===== src/rtl/uart_pkg.sv =====
// Shared UART receive-path types and constants: data-bit encodings, limits,
// sequencer state encoding and the frame-length helper.
package uart_pkg;

  typedef enum logic [1:0] {
    DB5 = 2'b00,
    DB6 = 2'b01,
    DB7 = 2'b10,
    DB8 = 2'b11
  } data_bits_e;

  typedef enum logic [1:0] {
    IDLE,
    HALF,
    BITS
  } rx_state_e;

  localparam int unsigned MIN_BAUD_K     = 4;
  localparam int unsigned MAX_FRAME_BITS = 12;

  // Total bits in a frame: start + data + optional parity + one or two stops.
  function automatic logic [3:0] frame_bits(input data_bits_e db, input logic pen,
                                            input logic stop2);
    logic [3:0] d;
    case (db)
      DB5:     d = 4'd5;
      DB6:     d = 4'd6;
      DB7:     d = 4'd7;
      default: d = 4'd8;
    endcase
    return 4'd1 + d + {3'b000, pen} + (stop2 ? 4'd2 : 4'd1);
  endfunction

endpackage


===== src/rtl/uart_rx_sequencer_bit_timer.sv =====
// Bit-period timer: free-running count with clear/enable and compares against
// the half-bit and full-bit terminal counts of the latched period.
module bit_timer #(
  parameter int unsigned BAUD_W = 19
) (
  input  logic              clock,
  input  logic              reset,
  input  logic              clr,
  input  logic              en,
  input  logic [BAUD_W-1:0] k,
  output logic              half_hit,
  output logic              full_hit
);

  logic [BAUD_W-1:0] timer_q;
  logic [BAUD_W-1:0] timer_d;

  always_comb begin
    timer_d = timer_q;
    if (clr) begin
      timer_d = '0;
    end else if (en) begin
      timer_d = timer_q + BAUD_W'(1);
    end
  end

  always_ff @(posedge clock) begin
    if (reset) begin
      timer_q <= '0;
    end else begin
      timer_q <= timer_d;
    end
  end

  assign half_hit = (timer_q == ((k >> 1) - BAUD_W'(1)));
  assign full_hit = (timer_q == (k - BAUD_W'(1)));

endmodule


===== src/rtl/uart_rx_sequencer.sv =====
// UART RX frame sequencer: times half a bit to the start-bit centre, then whole
// bits, strobing sample/bit_idx at each centre and done on the last bit.
module uart_rx_sequencer
  import uart_pkg::*;
#(
  parameter int unsigned BAUD_W = 19,
  parameter int unsigned IDX_W  = 4
) (
  input  logic              clock,
  input  logic              reset,
  input  logic              start,
  input  logic              abort,
  input  logic [BAUD_W-1:0] baud_k,
  input  logic [1:0]        data_bits,
  input  logic              pen,
  input  logic              stop2,
  output logic              busy,
  output logic              sample,
  output logic [IDX_W-1:0]  bit_idx,
  output logic              done
);

  rx_state_e         state_q, state_d;
  logic [BAUD_W-1:0] k_q, k_d;
  data_bits_e        db_q, db_d;
  logic              pen_q, pen_d;
  logic              stop2_q, stop2_d;
  logic              sample_q, sample_d;
  logic              done_q, done_d;
  logic [IDX_W-1:0]  bit_idx_q, bit_idx_d;

  logic              timer_clr;
  logic              timer_en;
  logic              half_hit;
  logic              full_hit;
  logic [IDX_W-1:0]  last_idx;

  assign last_idx = IDX_W'(frame_bits(db_q, pen_q, stop2_q) - 4'd1);
  assign busy     = (state_q != IDLE);

  bit_timer #(
    .BAUD_W(BAUD_W)
  ) u_bit_timer (
    .clock   (clock),
    .reset   (reset),
    .clr     (timer_clr),
    .en      (timer_en),
    .k       (k_q),
    .half_hit(half_hit),
    .full_hit(full_hit)
  );

  always_comb begin
    state_d   = state_q;
    k_d       = k_q;
    db_d      = db_q;
    pen_d     = pen_q;
    stop2_d   = stop2_q;
    sample_d  = 1'b0;
    done_d    = 1'b0;
    bit_idx_d = bit_idx_q;
    timer_clr = 1'b0;
    timer_en  = 1'b0;

    case (state_q)
      IDLE: begin
        timer_clr = 1'b1;
        bit_idx_d = '0;
        // The accept cycle already counts as timer tick 0, which keeps the
        // registered strobe exactly on cycle (K>>1).
        if (start && !abort) begin
          state_d   = HALF;
          timer_clr = 1'b0;
          timer_en  = 1'b1;
          k_d       = (baud_k < BAUD_W'(MIN_BAUD_K)) ? BAUD_W'(MIN_BAUD_K) : baud_k;
          db_d      = data_bits_e'(data_bits);
          pen_d     = pen;
          stop2_d   = stop2;
        end
      end
      HALF: begin
        timer_en = 1'b1;
        if (half_hit) begin
          sample_d  = 1'b1;
          timer_clr = 1'b1;
          state_d   = BITS;
        end
      end
      BITS: begin
        timer_en = 1'b1;
        if (sample_q) begin
          bit_idx_d = bit_idx_q + IDX_W'(1);
        end
        // The done cycle itself stays busy; leave on the following edge.
        if (done_q) begin
          state_d   = IDLE;
          timer_clr = 1'b1;
          bit_idx_d = '0;
        end else if (full_hit) begin
          sample_d  = 1'b1;
          done_d    = (bit_idx_q == last_idx);
          timer_clr = 1'b1;
        end
      end
      default: begin
        state_d   = IDLE;
        timer_clr = 1'b1;
        bit_idx_d = '0;
      end
    endcase

    if (busy && abort) begin
      state_d   = IDLE;
      sample_d  = 1'b0;
      done_d    = 1'b0;
      bit_idx_d = '0;
      timer_clr = 1'b1;
    end
  end

  always_ff @(posedge clock) begin
    if (reset) begin
      state_q   <= IDLE;
      k_q       <= BAUD_W'(MIN_BAUD_K);
      db_q      <= DB8;
      pen_q     <= 1'b0;
      stop2_q   <= 1'b0;
      sample_q  <= 1'b0;
      done_q    <= 1'b0;
      bit_idx_q <= '0;
    end else begin
      state_q   <= state_d;
      k_q       <= k_d;
      db_q      <= db_d;
      pen_q     <= pen_d;
      stop2_q   <= stop2_d;
      sample_q  <= sample_d;
      done_q    <= done_d;
      bit_idx_q <= bit_idx_d;
    end
  end

  assign sample  = sample_q;
  assign done    = done_q;
  assign bit_idx = bit_idx_q;

endmodule


===== config.mk =====
export PLATFORM = sky130hd
export DESIGN_NAME = uart_rx_sequencer
export DESIGN_NICKNAME = d
export VERILOG_FILES = /design/src/rtl/uart_pkg.sv /design/src/rtl/uart_rx_sequencer_bit_timer.sv /design/src/rtl/uart_rx_sequencer.sv
export SDC_FILE = /design/constraint.sdc
export NUM_CORES = 1
export LEC_CHECK = 0
export CAP_MARGIN = 20
export CORE_AREA = 2 2 87 89
export DETAILED_ROUTE_END_ITERATION = 10
export DIE_AREA = 0 0 89 91
export PLACE_DENSITY_LB_ADDON = 0.15
export SLEW_MARGIN = 15
export SYNTH_ARGS = -nofsm -noshare
export SYNTH_HDL_FRONTEND = slang
export SYNTH_SLANG_ARGS = --single-unit
export TNS_END_PERCENT = 5

===== constraint.sdc =====
create_clock -name clock -period 2.5 [get_ports clock]
set_input_delay 0.375 -clock clock [delete_from_list [all_inputs] [get_ports clock]]
set_output_delay 0.375 -clock clock [all_outputs]
set_load 0.005 [all_outputs]

==> impl_metrics.csv <==
group,metric,value,unit
final_layout,n_antenna_cell,0,
status,violations,"negative setup slack",
setup_path,endpoint_kind,"register",
timing,max_freq,386.7,MHz
timing,min_period,2.586,ns
setup_path,cp-start-kind,"register",
setup_path,crit_path_max_fanout,19,
setup_path,criticalPathCategory,"reg2reg",
timing,worst_slack,-0.08630,ns
synth,synthesis.instances,470,
clocking,htree_num_levels,2,
detailed_routing,drc,0,
timing,rsz0062_at_grt,"yes",
pwr,power_frac_seq,0.389,
synth,synth_common_cells,"nand2_1 (62), dfxtp_1 (50), xor2_1 (36), a21oi_1 (31), xnor2_1 (28)",
final_layout,regArea,1005,um2
setup_path,crit_required,2.69,ns
synth,synth-simple-area-share,0.3042,
clocking,clk_latency,0.31,ns
synth,ys.warnings.count,0,
grt,grt_first_pass_wirelength,15.68,mm
synth,ys_seq_area_frac,0.2692,
clocking,cts.sinks,50,
hold_path,hp-class,"reg2reg",
synth,synth_nets,509,
synth,synth_edf_count,0,
grt,grt_use_total,0.2444,
final_layout,nets,567,
final_layout,multiInputGateArea,2630,um2
final_layout,area_growth,24.83,%
pwr,powerDensity,494.4,nW/um2
detailed_routing,postRouteAntennaNets,0,
detailed_routing,drt_iter0_drc,200,
synth,synth_fa_ha_area_frac,0.04441,
timing,hold_violations,0,
timing,relSlewSlack,0.6951,
clocking,cts-root-buf,"clkbuf_8",
synth,synthTopCellsByArea,"dfxtp_1 (27%), xor2_1 (8.5%), xnor2_1 (6.6%), nand2_1 (6.3%), a21oi_1 (4.2%)",
final_layout,nFillCells,646,
pwr,p_clk_frac,0.213,
pwr,power,2.295,mW
synth,synth.avg_cell_area,7.912,um2
timing,slew_viol_final,0,
placement,dp_hpwl,7.474,mm
run,max_cap_viol_count,0,
detailed_routing,wl_per_cell,15.13,um
grt,grt_max_degree,24,
pwr,combPwrFrac,0.398,
floorplan,die-area,8099,um2
synth,synth_top_family_by_area,"simple AND/OR/NAND/NOR gates",
status,run_status,"complete, but fails checks",
floorplan,die_w,89,um
synth,yosysMostFrequentCell,"nand2_1",
final_layout,drive_gt1_frac,0.1834,
placement,gp_congestion,0.8815,
setup_path,crit_arrival,2.78,ns
detailed_routing,dr.pass1.iters,4,
floorplan,initial_core_util,0.5210,
synth,synth_compound_area_frac,0.1507,
timing,finalSetupViolations,20,
pwr,total_leakage_power,1.759,nW
detailed_routing,via_per_inst,5.568,
synth,synth.distinct_cells,67,
synth,synth-main-ff-cell,"dfxtp_1",
clocking,cts_tree,"done",
synth,synth_top_cell_area_share,0.2692,
floorplan,num_rows,31,
timing,finalCritPeriodShare,1.035,
grt,antenna_found_initial,1,
grt,overflow,0,
pwr,netSwitchingFraction,0.3524,
clocking,clk_pin_slew,0.09,ns
pwr,peakVddDrop,0.3566,mV
clocking,cts_buffers,5,
detailed_routing,vias,3497,
grt,first_global_vias,3307,
pwr,p_sw,808.8,uW
synth,muxShareOfSynthArea,0.005384,
final_layout,post-route-util,0.6504,
timing,worstMarginPinSlew,0.4509,ns
timing,skew,0.007377,ns
synth,synth_top_cell_by_area,"dfxtp_1",
clocking,clock_path_buffers,2,
synth,syn_area,3719,um2
synth,ys_seq_elements,50,
floorplan,die_h,91,um
floorplan,core,7137,um2
pwr,power.internal,1.486,mW
synth,synth-xor-area-share,0.1689,
placement,numPortBuffers,33,
detailed_routing,wl,9.501,mm
synth,synth-async-reset-ratio,0,
floorplan,pin_count,34,
[worst paths after layout]
check | to | depth (start not counted) | from | slack, ns
worst min-delay path | pen_q | 2 | pen_q | 0.47
worst max-delay path | u_bit_timer.timer_q[11] | 10 | k_q[1] | -0.09
worst min register to register | pen_q | 2 | pen_q | 0.47
worst max register to register | u_bit_timer.timer_q[11] | 10 | k_q[1] | -0.09
[power groups by stage]
stage	clock network, mW	logic, mW	registers, mW
after floorplan	0	0.608	0.882
after CTS	0.493	0.892	0.888
after global routing	0.542	1.00	0.899
final	0.490	0.913	0.892
after detailed placement	0	0.883	0.907
after global placement	0	0.867	0.904
[repair_timing]
item,4_1_cts,5_1_grt
pin swaps,0,2
hold buffers,0,0
gates resized for setup,2,8
endpoints found under the setup margin,21,23
buffers inserted,0,0
cloned,0,0
[cells by family (layout without fill, tap and decap cells)]
group                    Yosys count  count (layout)
AO/OA/AOI/OAI                     82              82
XOR/XNOR                          67              67
adder cells (fa/ha/maj)           12              12
buffers and inverters             50             109
flip-flops                        50              50
multiplexers                       2               2
AND/OR/NAND/NOR                  207             207
[registers in the layout (all words and copies together) (netlist names)]
signal / count
bit_idx: 4
db_q: 2
done: 1
k_q: 19
pen_q: 1
sample: 1
state_q: 2
stop2_q: 1
u_bit_timer.timer_q: 19
[worst max-delay path, stage by stage (launching register included)]
cell and delay, ns:
dfxtp_4 0.36, inv_4 0.07, ha_4 0.13, or3b_4 0.38
or3_4 0.40, a2111oi_4 0.33, nand4_1 0.16, a21o_2 0.24
o22ai_4 0.15, buf_12 0.19, nor3_1 0.06
[metrics by stage]
stage / hold WS, ns / cells / setup TNS [ns] / instance area [um2] / setup slack [ns]
finish: 0.4695 / 628 / -1.427 / 4642 / -0.08630
global route: 0.5009 / 628 / -3.936 / 4642 / -0.2040
CTS: 0.4667 / 628 / -1.775 / 4594 / -0.1077
detailed placement: 0.4537 / 620 / -2.902 / 4486 / -0.1601
global placement: 0.4513 / 620 / -2.070 / 4486 / -0.1173
floorplan: 0.4363 / 470 / -0.5543 / 3780 / -0.05572
[layout make-up]
| cell class | count | share of cell area |
|---|---|---|
| tap | 99 | 0.02668 |
| clock inverter | 1 | 0.001078 |
| timing repair buffer | 84 | 0.1563 |
| sequential | 50 | 0.2164 |
| multi-input combinational | 370 | 0.5666 |
| inverter | 17 | 0.01429 |
| clock buffer | 7 | 0.01860 |
[cells in the final DEF (no fill, tap or decap), types with 12 or more instances in the layout]
cell / Yosys / layout
dfxtp_1: 50 / 49
xnor2_1: 28 / 28
nor3_2: 10 / 14
nor2_1: 24 / 24
nor4_1: 13 / 12
nand2_1: 62 / 62
a21oi_1: 31 / 31
nor3_1: 27 / 23
buf_4: 0 / 50
clkdlybuf4s50_1: 0 / 33
inv_1: 17 / 14
nand4_1: 15 / 15
xor2_1: 36 / 36
[per-layer routing]
layer	GRT usage	wire length, um
met1	0.3492	4659
met2	0.3825	4374
met3	0.04000	351
met4	0.05846	102
met5	0	13
(Power assumes the default switching activity.)
